**config.mk**
```make
export PLATFORM = sky130hd
export DESIGN_NAME = id_fetch_queue_flat
export DESIGN_NICKNAME = d
export VERILOG_FILES = /design/src/rtl/pipe_pkg.sv /design/src/rtl/id_fetch_queue_if.sv /design/src/rtl/id_fetch_queue_mem.sv /design/src/rtl/id_fetch_queue.sv /design/src/flat_wrapper.sv
export SDC_FILE = /design/constraint.sdc
export NUM_CORES = 1
export LEC_CHECK = 0
export ABC_AREA = 1
export CELL_PAD_IN_SITES_DETAIL_PLACEMENT = 0
export CELL_PAD_IN_SITES_GLOBAL_PLACEMENT = 1
export CORE_MARGIN = 3
export CORE_UTILIZATION = 43
export CTS_BUF_LIST = sky130_fd_sc_hd__clkbuf_8
export DETAILED_ROUTE_END_ITERATION = 10
export GPL_ROUTABILITY_DRIVEN = 0
export GPL_TIMING_DRIVEN = 1
export PLACE_DENSITY = 0.92
export SYNTH_ARGS = -nofsm -noshare
export SYNTH_HDL_FRONTEND = slang
export SYNTH_SLANG_ARGS = --single-unit
export TNS_END_PERCENT = 1
```
**constraint.sdc**
```tcl
create_clock -name clk -period 10.6 [get_ports clk]
set_input_delay 3.18 -clock clk [delete_from_list [all_inputs] [get_ports clk]]
set_output_delay 3.18 -clock clk [all_outputs]
set_load 0.02 [all_outputs]
```
**src/rtl/pipe_pkg.sv**
```systemverilog
// Shared pipeline definitions: fetch packet layout and queue limits.
package pipe_pkg;

  localparam int IDQ_MAX_DEPTH = 16;

  // Packed payload layout, LSB first: taken | target | inst | pc_p4 | pc
  function automatic int fetch_pkt_w(input int xlen, input int ilen);
    return 2 * xlen + ilen + xlen + 1;
  endfunction

  function automatic int off_taken();
    return 0;
  endfunction

  function automatic int off_target();
    return 1;
  endfunction

  function automatic int off_inst(input int xlen);
    return xlen + 1;
  endfunction

  function automatic int off_pc_p4(input int xlen, input int ilen);
    return xlen + ilen + 1;
  endfunction

  function automatic int off_pc(input int xlen, input int ilen);
    return 2 * xlen + ilen + 1;
  endfunction

  localparam int FETCH_PKT_W = fetch_pkt_w(32, 32);

endpackage

```
**src/rtl/id_fetch_queue_if.sv**
```systemverilog
// Fetch-to-decode handshake bundle: fetch side, decode side, flush and occupancy.
interface id_fetch_queue_if #(
  parameter int XLEN  = 32,
  parameter int ILEN  = 32,
  parameter int CNT_W = 2
);
  logic              flush_i;
  logic              in_valid_i;
  logic              in_ready_o;
  logic [XLEN-1:0]   pc_i;
  logic [XLEN-1:0]   pc_p4_i;
  logic [ILEN-1:0]   inst_i;
  logic              bp_pred_taken_i;
  logic [XLEN-1:0]   bp_pred_target_i;
  logic              out_valid_o;
  logic              out_ready_i;
  logic [XLEN-1:0]   pc_o;
  logic [XLEN-1:0]   pc_p4_o;
  logic [ILEN-1:0]   inst_o;
  logic              bp_pred_taken_o;
  logic [XLEN-1:0]   bp_pred_target_o;
  logic [CNT_W-1:0]  count_o;

  // The queue itself
  modport slave (
    input  flush_i, in_valid_i, pc_i, pc_p4_i, inst_i, bp_pred_taken_i,
           bp_pred_target_i, out_ready_i,
    output in_ready_o, out_valid_o, pc_o, pc_p4_o, inst_o, bp_pred_taken_o,
           bp_pred_target_o, count_o
  );

  // Whoever drives fetch/decode/flush
  modport master (
    output flush_i, in_valid_i, pc_i, pc_p4_i, inst_i, bp_pred_taken_i,
           bp_pred_target_i, out_ready_i,
    input  in_ready_o, out_valid_o, pc_o, pc_p4_o, inst_o, bp_pred_taken_o,
           bp_pred_target_o, count_o
  );
endinterface

```
**src/rtl/id_fetch_queue_mem.sv**
```systemverilog
// Packet storage: one synchronous write port at tail, one asynchronous read port at head.
module id_fetch_queue_mem #(
  parameter int DEPTH = 2,
  parameter int WIDTH = 129,
  parameter int PTR_W = 1
) (
  input  logic             clk,
  input  logic             we,
  input  logic [PTR_W-1:0] waddr,
  input  logic [WIDTH-1:0] wdata,
  input  logic [PTR_W-1:0] raddr,
  output logic [WIDTH-1:0] rdata
);

  logic [WIDTH-1:0] mem [DEPTH];

  // Write the pushed packet; contents are never reset since occupancy guards reads
  always_ff @(posedge clk) begin
    if (we) mem[waddr] <= wdata;
  end

  assign rdata = mem[raddr];

endmodule

```
**src/rtl/id_fetch_queue.sv**
```systemverilog
// IF/ID fetch queue: DEPTH-entry FIFO with valid/ready on both sides and single-cycle flush.
module id_fetch_queue
  import pipe_pkg::*;
#(
  parameter int DEPTH = 2,
  parameter int XLEN  = 32,
  parameter int ILEN  = 32,
  parameter int CNT_W = $clog2(DEPTH + 1)
) (
  input logic            clk,
  input logic            rst_n,
  id_fetch_queue_if.slave bus
);

  localparam int PTR_W   = (DEPTH > 1) ? $clog2(DEPTH) : 1;
  localparam int PKT_W   = fetch_pkt_w(XLEN, ILEN);
  localparam int O_TAKEN = off_taken();
  localparam int O_TGT   = off_target();
  localparam int O_INST  = off_inst(XLEN);
  localparam int O_PCP4  = off_pc_p4(XLEN, ILEN);
  localparam int O_PC    = off_pc(XLEN, ILEN);
  localparam logic [PTR_W-1:0] LAST_PTR = PTR_W'(DEPTH - 1);
  localparam logic [CNT_W-1:0] FULL_CNT = CNT_W'(DEPTH);

  logic [PTR_W-1:0] head;
  logic [PTR_W-1:0] tail;
  logic [CNT_W-1:0] count;
  logic             not_empty;
  logic             not_full;
  logic             push;
  logic             pop;
  logic [PKT_W-1:0] wdata;
  logic [PKT_W-1:0] rdata;

  // Explicit wrap so non-power-of-two depths work
  function automatic logic [PTR_W-1:0] next_ptr(input logic [PTR_W-1:0] p);
    return (p == LAST_PTR) ? '0 : p + PTR_W'(1);
  endfunction

  // Ready/valid come only from state, so no combinational path between the two sides
  assign not_empty = (count != '0);
  assign not_full  = (count < FULL_CNT);
  assign push      = bus.in_valid_i && not_full && !bus.flush_i;
  assign pop       = not_empty && bus.out_ready_i && !bus.flush_i;

  assign wdata = {bus.pc_i, bus.pc_p4_i, bus.inst_i, bus.bp_pred_target_i, bus.bp_pred_taken_i};

  // Pointer and occupancy update; flush wins over any push or pop
  always_ff @(posedge clk or negedge rst_n) begin
    if (!rst_n) begin
      head  <= '0;
      tail  <= '0;
      count <= '0;
    end else if (bus.flush_i) begin
      head  <= '0;
      tail  <= '0;
      count <= '0;
    end else begin
      if (push) tail <= next_ptr(tail);
      if (pop)  head <= next_ptr(head);
      case ({push, pop})
        2'b10:   count <= count + CNT_W'(1);
        2'b01:   count <= count - CNT_W'(1);
        default: count <= count;
      endcase
    end
  end

  id_fetch_queue_mem #(
    .DEPTH (DEPTH),
    .WIDTH (PKT_W),
    .PTR_W (PTR_W)
  ) u_mem (
    .clk   (clk),
    .we    (push),
    .waddr (tail),
    .wdata (wdata),
    .raddr (head),
    .rdata (rdata)
  );

  // Empty queue presents an all-zero bubble, same as a cleared pipeline register
  assign bus.in_ready_o       = not_full;
  assign bus.out_valid_o      = not_empty;
  assign bus.count_o          = count;
  assign bus.pc_o             = not_empty ? rdata[O_PC +: XLEN]   : '0;
  assign bus.pc_p4_o          = not_empty ? rdata[O_PCP4 +: XLEN] : '0;
  assign bus.inst_o           = not_empty ? rdata[O_INST +: ILEN] : '0;
  assign bus.bp_pred_target_o = not_empty ? rdata[O_TGT +: XLEN]  : '0;
  assign bus.bp_pred_taken_o  = not_empty ? rdata[O_TAKEN]        : 1'b0;

endmodule

```
**src/flat_wrapper.sv**
```systemverilog
// flat-port wrapper written by rule: the top's interface ports become plain ports
module id_fetch_queue_flat import pipe_pkg::*;
#(
  parameter int DEPTH = 2,
  parameter int XLEN  = 32,
  parameter int ILEN  = 32,
  parameter int CNT_W = $clog2(DEPTH + 1)
)
  (clk, rst_n, bus_flush_i, bus_in_valid_i, bus_pc_i, bus_pc_p4_i, bus_inst_i, bus_bp_pred_taken_i, bus_bp_pred_target_i, bus_out_ready_i, bus_in_ready_o, bus_out_valid_o, bus_pc_o, bus_pc_p4_o, bus_inst_o, bus_bp_pred_taken_o, bus_bp_pred_target_o, bus_count_o);
  id_fetch_queue_if #(.XLEN(XLEN), .ILEN(ILEN), .CNT_W(CNT_W)) bus_i ();
  input logic clk;
  input logic rst_n;
  input wire logic [$bits(bus_i.flush_i)-1:0] bus_flush_i;
  input wire logic [$bits(bus_i.in_valid_i)-1:0] bus_in_valid_i;
  input wire logic [$bits(bus_i.pc_i)-1:0] bus_pc_i;
  input wire logic [$bits(bus_i.pc_p4_i)-1:0] bus_pc_p4_i;
  input wire logic [$bits(bus_i.inst_i)-1:0] bus_inst_i;
  input wire logic [$bits(bus_i.bp_pred_taken_i)-1:0] bus_bp_pred_taken_i;
  input wire logic [$bits(bus_i.bp_pred_target_i)-1:0] bus_bp_pred_target_i;
  input wire logic [$bits(bus_i.out_ready_i)-1:0] bus_out_ready_i;
  output wire logic [$bits(bus_i.in_ready_o)-1:0] bus_in_ready_o;
  output wire logic [$bits(bus_i.out_valid_o)-1:0] bus_out_valid_o;
  output wire logic [$bits(bus_i.pc_o)-1:0] bus_pc_o;
  output wire logic [$bits(bus_i.pc_p4_o)-1:0] bus_pc_p4_o;
  output wire logic [$bits(bus_i.inst_o)-1:0] bus_inst_o;
  output wire logic [$bits(bus_i.bp_pred_taken_o)-1:0] bus_bp_pred_taken_o;
  output wire logic [$bits(bus_i.bp_pred_target_o)-1:0] bus_bp_pred_target_o;
  output wire logic [$bits(bus_i.count_o)-1:0] bus_count_o;
  assign bus_i.flush_i = bus_flush_i;
  assign bus_i.in_valid_i = bus_in_valid_i;
  assign bus_i.pc_i = bus_pc_i;
  assign bus_i.pc_p4_i = bus_pc_p4_i;
  assign bus_i.inst_i = bus_inst_i;
  assign bus_i.bp_pred_taken_i = bus_bp_pred_taken_i;
  assign bus_i.bp_pred_target_i = bus_bp_pred_target_i;
  assign bus_i.out_ready_i = bus_out_ready_i;
  assign bus_in_ready_o = bus_i.in_ready_o;
  assign bus_out_valid_o = bus_i.out_valid_o;
  assign bus_pc_o = bus_i.pc_o;
  assign bus_pc_p4_o = bus_i.pc_p4_o;
  assign bus_inst_o = bus_i.inst_o;
  assign bus_bp_pred_taken_o = bus_i.bp_pred_taken_o;
  assign bus_bp_pred_target_o = bus_i.bp_pred_target_o;
  assign bus_count_o = bus_i.count_o;
  id_fetch_queue #(.DEPTH(DEPTH), .XLEN(XLEN), .ILEN(ILEN), .CNT_W(CNT_W)) u_core (.clk(clk), .rst_n(rst_n), .bus(bus_i));
endmodule
```
==> run_results.csv, run 1 <==
group,metric,value,unit
clock_tree,cts_hold_buf,0,
drt,wl_per_cell,17.2,um
clock_tree,clkTransAtPathRegs,0.05,ns
clock_tree,ctsHtreeMaxLevel,2,
timing,fin_crit,6.92,ns
clock_tree,clock-root-buffer,"clkbuf_8",
synthesis,yosys_warnings,0,
synthesis,synth_area,0.00998,sq mm
drt,finalWirelength,22.5,mm
setup_path,cp_max_fo,77,
clock_tree,cts_tree,"done",
floorplanning,core_area,0.0227,sq mm
finish,nets,1136,
floorplanning,die_area,0.0251,sq mm
drt,dr.max_layer_used,"met5",
placed_design,post_dp_cell_area,0.0127,sq mm
timing,drv_slew,0,
drt,ant_nets,0,
timing,fin_setup_tns,0,ns
timing,rsz0062_at_grt,"false",
setup_path,worst_setup_path_end_kind,"output pin",
clock_tree,cts_sinks,262,
global_route,grt_use_total,0.173,
synthesis,synthCells,726,
timing,relSlewSlack,0.290,
synthesis,synthTopCellsByArea,"edfxtp_1, nand2_1, a21oi_1, buf_4, buf_6",
synthesis,synth-seq-area-share,0.786,
clock_tree,cts-resized-gates,0,
finish,design_area,0.0134,sq mm
floorplanning,initial_utilization,0.439,
clock_tree,cts_buffer_depth,3,
floorplanning,die_w,158,um
floorplanning,io_pins,267,
job,cap_violations,0,
drt,vias,6446,
synthesis,yosysTopAreaCell,"edfxtp_1",
drt,wl_met1,8.73,mm
timing,worst_pin_slew,1.06,ns
timing,clock.fmax,0.145,GHz
setup_path,start_kind,"register",
synthesis,yosys_register_bits,262,
clock_tree,clk_latency,0.53,ns
finish,syn_to_final_growth,34.7,%
timing,post-route-period-util,0.653,
drt,wl_met2,11.0,mm
finish,fill_cells,1770,
timing,finClkSkew,0.0157,ns
global_route,grt_pass1_vias,6523,
finish,post_route_cells_drive_above_1_share,0.0674,
setup_path,critPathArrivalTime,3.74,ns
placed_design,io_buffer_count,266,
synthesis,syn_area_per_cell,13.7,sq um
clock_tree,cts_setup_buffers,0,
min_path,hold_class,"reg2reg",
global_route,antenna_found_initial,1,
setup_path,critPathRequiredTime,7.42,ns
floorplanning,fp.dieH,158,um
power,power,3.23,mW
power,power_density,240,mW/mm^2
global_route,grt_max_degree,78,
synthesis,synth_top_area_share,0.776,
drt,via_per_inst,4.92,
global_route,grt_pass1_wl,34.1,mm
clock_tree,cts_buffers,43,
placed_design,dp_hpwl,13.8,mm
synthesis,synth_cell_types,19,
synthesis,syn-num-nets,860,
run_status,status,"finished clean",
drt,drc,0,
floorplanning,rows,55,
setup_path,critPathKind,"reg2out",
power,ir_worst_vdd,0.000149,V
global_route,grt_overflow,0,
drt,firstDrtPassIters,5,
drt,dr_wl_met3,2.24,mm
timing,hold_viol,0,
power,p_leak,4.71,nW
timing,finalSetupViolCount,0,
drt,drt_iter0_markers,422,
## logic make-up after synthesis
| group | synth area share |
|---|---|
| AOI/OAI and AO/OA | 0.0668 |
| buffers and inverters | 0.0372 |
| DFF | 0.786 |
| and+or+nand+nor | 0.110 |
## path summary, 6_finish.rpt
check                                 start            to  slack [ns]  cells past startpoint
worst max-delay path            u_core.head  bus_pc_o[18]        3.68                      5
worst min-delay path            u_core.tail   u_core.tail        0.65                      2
worst max register to register  u_core.head   u_core.head        7.96                      4
worst min register to register  u_core.tail   u_core.tail        0.65                      2
max in group asynchronous             rst_n   u_core.head        7.53                      1
min in group asynchronous             rst_n   u_core.head        2.87                      1
## layout make-up
type	instances	area [sq um]	area share
inverters	7	28.8	0.00214
clock inverters	23	97.6	0.00726
multi-input cells	414	1780	0.132
diodes	1	2.50	0.000186
well taps	285	357	0.0265
clock buffers	44	606	0.0451
flip-flops and latches	262	7850	0.584
repair buffers	274	2720	0.203
## metrics by stage
step	setup slack [ns]	hold WS, ns	util	cells
2_1_floorplan	1.19	0.522	-	726
3_3_place_gp	4.13	0.625	0.561	1242
3_5_place_dp	4.12	0.649	0.561	1242
4_1_cts	3.54	0.659	0.592	1309
5_1_grt	3.39	0.684	0.592	1309
6_report	3.68	0.652	0.592	1310
## state kept, by name, indices dropped and copies added, names as in the netlist
register / count
u_core.bus.count_o: 2
u_core.head: 1
u_core.tail: 1
u_core.u_mem.mem: 258
## Yosys cell counts
master,count
inv_1,5
o21ai_1,1
a21oi_1,129
buf_6,12
edfxtp_1,258
nor3_2,1
dfrtp_1,4
nand3_1,6
buf_2,9
nand2_1,264
nor2_2,1
o21bai_1,1
a21oi_2,1
nand2_2,4
buf_4,22
nor3_1,1
nor2_1,4
nor2_4,1
inv_2,2
## where the power goes
part           switching [mW]  internal, mW
Clock                   0.359         0.380
Sequential             0.0535          1.25
Combinational           0.703         0.486
## critical path, cell delays in order, from the launching register on
cell and delay, ns:
dfrtp_4 0.77, inv_4 0.66, buf_4 0.68, nand2_1 0.10, a21oi_1 0.23, clkdlybuf4s50_1 0.66
## layout by cell type (no fill, tap or decap), types with 2 or more instances in the layout
cell / synthesis / layout
inv_1: 5 / 18
clkbuf_8: 0 / 44
edfxtp_1: 258 / 258
a21oi_1: 129 / 129
buf_4: 22 / 8
nor2_4: 1 / 3
nand2_1: 264 / 264
clkdlybuf4s50_1: 0 / 266
dfrtp_1: 4 / 3
clkinv_1: 0 / 6
nor2_1: 4 / 2
clkinv_2: 0 / 2
nand2_2: 4 / 4
nand3_1: 6 / 6
## per-layer routing
metal,track usage,up-vias
met4,0.0598,2
met1,0.207,3038
li1,-,3113
met5,0,-
met2,0.287,249
met3,0.0699,44
(Power assumes the default switching activity.)
==> inputs of run 2 (changes only) <==
- CORE_UTILIZATION: 43 -> 36
- PLACE_DENSITY: 0.92 -> 0.83
- clock period: 10.6 -> 5.7 ns (I/O delays scaled with it)
==> run_results.csv, run 2 (synthesized netlist as in run 1, its figures left out) <==
group,metric,value,unit
power,ir_worst_vdd,0.000327,V
timing,finClkSkew,0.0161,ns
clock_tree,cts_sinks,262,
finish,fill_cells,2302,
floorplanning,die_area,0.0298,sq mm
setup_path,r2r_cells,4,
setup_path,start_kind,"register",
global_route,grt_use_total,0.151,
global_route,use_met3,0.0478,
timing,worst_pin_slew,0.970,ns
setup_path,critPathKind,"reg2out",
setup_path,cp_cell_sequence,"inv_4 > buf_4 > nand2_1 > a21oi_1 > clkdlybuf4s50_1",
timing,fin_setup_tns,0,ns
finish,fin_cells,1405,
min_path,hold_class,"reg2reg",
setup_path,slowest_stage,"dfrtp_4",
finish,layout_common_cells,"clkdlybuf4s50_1, nand2_1, edfxtp_1, a21oi_1, clkbuf_8",
min_path,hold_depth,2,
finish,largest_register,"u_core.u_mem.mem",
global_route,busiest_layer,"met2",
job,cap_violations,0,
drt,firstDrtPassIters,4,
timing,fin_crit,4.94,ns
clock_tree,cts_tree,"done",
clock_tree,ctsHtreeMaxLevel,2,
drt,via_per_inst,4.60,
global_route,antenna_found_initial,1,
clock_tree,cts_buffer_depth,3,
placed_design,io_buffer_count,266,
timing,hold_viol,0,
floorplanning,io_pins,267,
placed_design,pre_cts_slack,1.27,ns
clock_tree,clock-root-buffer,"clkbuf_8",
setup_path,crit_family,"buffers and inverters",
floorplanning,initial_utilization,0.368,
placed_design,dp_cells,1332,
finish,syn_to_final_growth,36.9,%
drt,drc,0,
setup_path,cp.depth,5,
finish,largest_register_ffs,258,
setup_path,worst_setup_path_end_kind,"output pin",
clock_tree,cts_hold_buf,0,
timing,setup_ws,0.755,ns
power,p_leak,4.76,nW
global_route,grt_overflow,0,
power,power,6.09,mW
clock_tree,clkTransAtPathRegs,0.06,ns
global_route,met1_usage,0.189,
timing,clock.fmax,0.202,GHz
finish,final_common_cell,"clkdlybuf4s50_1",
floorplanning,rows,60,
finish,post_route_cells_drive_above_1_share,0.0698,
global_route,met2_usage,0.245,
setup_path,crit_buf_inv,3,
clock_tree,cts_setup_buffers,0,
drt,vias,6467,
setup_path,critPathArrivalTime,3.23,ns
clock_tree,cts_buffers,43,
power,power_density,446,mW/mm^2
global_route,grt_pass1_vias,6645,
floorplanning,core_area,0.0271,sq mm
finish,regArea,0.00785,sq mm
finish,nets,1139,
timing,finalSetupViolCount,0,
finish,design_area,0.0137,sq mm
setup_path,cp_max_fo,55,
run_status,status,"finished clean",
drt,ant_nets,0,
timing,rsz0062_at_grt,"false",
finish,multi_input_area,0.00178,sq mm
finish,final_core_util,0.504,
global_route,grt_max_degree,87,
timing,hold_ws,0.646,ns
setup_path,critPathRequiredTime,3.99,ns
floorplanning,die_w,172,um
setup_path,max_stage_delay,0.71,ns
floorplanning,fp.dieH,172,um
placed_design,post_dp_cell_area,0.0129,sq mm
timing,drv_slew,0,
clock_tree,cts-resized-gates,0,
timing,post-route-period-util,0.868,
drt,finalWirelength,23.1,mm
global_route,grt_pass1_wl,34.8,mm
drt,drt_iter0_markers,430,
placed_design,dp_hpwl,14.6,mm
timing,relSlewSlack,0.353,
clock_tree,clk_latency,0.52,ns
drt,wl_per_cell,16.5,um
==> run 2: cell type report <==
type,count,share of cell area
sequential,262,0.574
timing repair buffer,277,0.205
multi-input combinational,414,0.130
clock buffer,45,0.0453
tap,372,0.0341
clock inverter,26,0.00925
inverter,7,0.00211
antenna,2,0.000366
==> run 2: tightest hold or removal path, cell delays in order, from the launching register on <==
cell	delay (ns)
dfrtp_1	0.40
inv_1	0.12
o21bai_1	0.08
==> run 2: report_power, final <==
part | switching, mW | total, mW | leakage [nW] | internal (mW)
logic | 1.34 | 2.26 | 1.92 | 0.920
registers | 0.0841 | 2.40 | 2.41 | 2.32
clock network | 0.667 | 1.43 | 0.434 | 0.765
total | 2.09 | 6.09 | 4.76 | 4.00
==> run 2: final timing paths <==
| path | start | end | slack [ns] |
|---|---|---|---|
| setup / recovery | u_core.head | bus_bp_pred_target_o[13] | 0.76 |
| hold / removal | u_core.tail | u_core.tail | 0.65 |
| setup reg to reg | u_core.bus.count_o[1] | u_core.u_mem.mem[0][93] | 3.45 |
| hold reg to reg | u_core.tail | u_core.tail | 0.65 |
| max in group asynchronous | rst_n | u_core.head | 4.09 |
| min in group asynchronous | rst_n | u_core.head | 1.41 |
==> run 2: routing by layer <==
metal  routed length, um  up-vias
met5                  13        -
met4                 707        2
met3                1860       55
met2               11100      251
met1                9400     3036
li1                    -     3123
==> inputs of run 3 (changes only) <==
- CORE_MARGIN: 3 -> 2
- CORE_UTILIZATION: 36 -> 35
- CTS_CLUSTER_DIAMETER: default -> 60
- PLACE_DENSITY: 0.83 -> 0.82
- SYNTH_HIERARCHICAL: default -> 1
==> run_results.csv, run 3 <==
group,metric,value,unit
synthesis,synth_commonest_cells,"nand2_1, edfxtp_1, inv_1",
clock_tree,cts_buffer_depth,3,
global_route,grt_max_degree,132,
finish,regArea,0.00785,sq mm
timing,rsz0062_at_grt,"false",
synthesis,yosysTopAreaCell,"edfxtp_1",
synthesis,synth_area,0.0107,sq mm
power,combPwrFrac,0.439,
clock_tree,clock-root-buffer,"clkbuf_8",
finish,diodes,0,
clock_tree,clk_latency,0.52,ns
finish,final_common_cell,"nand2_1",
global_route,grt_pass1_vias,7051,
setup_path,worst_setup_path_end_kind,"output pin",
drt,firstDrtPassIters,5,
floorplanning,initial_utilization,0.358,
drt,via_per_inst,4.30,
clock_tree,cts_hold_buf,0,
finish,multi_input_area,0.00208,sq mm
power,power_frac_clock,0.207,
timing,fin_setup_tns,0,ns
job,cap_violations,0,
setup_path,critPathArrivalTime,3.07,ns
setup_path,cp_max_fo,51,
setup_path,critPathRequiredTime,3.99,ns
synthesis,synth.most_common_cell,"nand2_1",
synthesis,syn-num-nets,1118,
timing,clock.fmax,0.209,GHz
finish,largest_register_ffs,258,
finish,final_core_util,0.487,
clock_tree,cts_tree,"done",
global_route,grt_pass1_wl,36.9,mm
global_route,grt_use_total,0.149,
finish,fin_cells,1684,
synthesis,synth-seq-area-share,0.736,
drt,drt_iter0_markers,468,
clock_tree,ctsHtreeMaxLevel,2,
synthesis,yosys_warnings,6,
synthesis,synthTopCellsByArea,"edfxtp_1, nand2_1, inv_1, nor2_1, buf_2",
drt,drc,0,
floorplanning,io_pins,267,
setup_path,start_kind,"register",
floorplanning,die_area,0.0319,sq mm
placed_design,dp_cells,1607,
timing,finClkSkew,0.0108,ns
min_path,hold_class,"reg2reg",
finish,fill_cells,2721,
synthesis,synthCells,984,
timing,hold_ws,0.602,ns
floorplanning,fp.dieH,179,um
floorplanning,rows,63,
timing,drv_slew,0,
power,power.internal,4.40,mW
power,power_density,485,mW/mm^2
timing,fin_crit,4.78,ns
power,p_leak,6.05,nW
power,p_seq_frac,0.354,
clock_tree,cts_setup_buffers,0,
global_route,antenna_found_initial,0,
floorplanning,die_w,179,um
timing,post-route-period-util,0.839,
drt,finalWirelength,24.0,mm
floorplanning,core_area,0.0298,sq mm
clock_tree,cts_sinks,262,
drt,vias,7239,
timing,relSlewSlack,0.403,
timing,hold_viol,0,
clock_tree,clkTransAtPathRegs,0.05,ns
synthesis,syn_area_per_cell,10.8,sq um
power,ir_worst_vdd,0.000430,V
placed_design,dp_hpwl,15.3,mm
run_status,status,"finished clean",
setup_path,critPathKind,"reg2out",
drt,wl_per_cell,14.3,um
synthesis,synthFlopType,"edfxtp_1",
synthesis,synth_top_area_share,0.727,
placed_design,io_buffer_count,266,
finish,largest_register,"u_core/u_mem/mem",
clock_tree,cts_buffers,44,
timing,finalSetupViolCount,0,
power,p_switching,2.64,mW
global_route,grt_overflow,0,
power,sw_frac_of_total,0.375,
timing,worst_pin_slew,0.893,ns
synthesis,synthArstFlopShare,0.0153,
synthesis,synth_cell_types,19,
finish,layout_common_cells,"nand2_1, clkdlybuf4s50_1, edfxtp_1, inv_1, nor2_1",
drt,ant_nets,0,
finish,post_route_cells_drive_above_1_share,0.0518,
finish,nets,1397,
synthesis,synth_edf_count,258,
synthesis,yosys_register_bits,262,
finish,syn_to_final_growth,36.1,%
clock_tree,cts-resized-gates,0,
## run 3: cell count changes after synthesis, moves of 3 or more
cell     change
nand2_1    +132
buf_4       -19
inv_1      +131
a21oi_1    -128
nor2_1     +128
buf_2       +28
buf_6       -11
nand2_2      -3
## run 3: cells by family (layout without fill, tap and decap cells)
group | Yosys count | after routing | synth area share
buf+inv | 180 | 490 | 0.0695
xor+xnor | 1 | 1 | 0.000822
simple gates | 537 | 537 | 0.191
flops | 262 | 262 | 0.736
compound gates | 4 | 4 | 0.00211
## run 3: worst max-delay path, cell delays in order, from the launching register on
cell             delay (ns)
dfrtp_4                0.65
inv_4                  0.53
buf_4                  0.42
nand2_1                0.09
nand2_1                0.09
inv_1                  0.04
nor2_1                 0.09
clkdlybuf4s50_1        0.62
## run 3: routing by layer
layer / GRT usage / share of wire
met4: 0.0528 / 0.022
met3: 0.0373 / 0.068
met5: 0 / 0
met1: 0.185 / 0.41
met2: 0.254 / 0.50
## run 3: path summary, 6_finish.rpt
| check | slack [ns] | to | from | depth (start not counted) |
|---|---|---|---|---|
| worst max-delay path | 0.92 | bus_pc_o[10] | u_core/head | 7 |
| worst min-delay path | 0.60 | u_core/tail | u_core/tail | 1 |
| worst max register to register | 3.25 | u_core/u_mem/mem[0][77] | u_core/bus.count_o[1] | 4 |
| worst min register to register | 0.60 | u_core/tail | u_core/tail | 1 |
| max in group asynchronous | 4.09 | u_core/head | rst_n | 1 |
| min in group asynchronous | 1.40 | u_core/bus.count_o[1] | rst_n | 1 |
## run 3: metrics by stage
| step | worst slack, ns | instance area (sq um) | power (mW) |
|---|---|---|---|
| 4_1_cts | 0.801 | 14500 | 7.16 |
| 5_1_grt | 0.631 | 14500 | 7.51 |
| 3_3_place_gp | 1.41 | 13700 | 5.65 |
| 3_5_place_dp | 1.38 | 13700 | 5.67 |
| 6_report | 0.919 | 14500 | 7.04 |
| 2_1_floorplan | 0.667 | 10700 | 4.29 |
## run 3: power groups by stage
stage                     clock [mW]  sequential, mW  combinational (mW)
after floorplan                    0            2.52                1.77
after global placement             0            2.52                3.12
after detailed placement           0            2.53                3.14
after CTS                       1.52            2.50                3.15
after global routing            1.60            2.52                3.39
final                           1.46            2.49                3.09
## run 3: final cells by class
cell class	count	share of cell area
Sequential cell	262	0.541
Timing Repair Buffer	275	0.192
Multi-Input combinational cell	542	0.143
Clock buffer	45	0.0427
Inverter	138	0.0362
Tap cell	390	0.0336
Clock inverter	32	0.0104
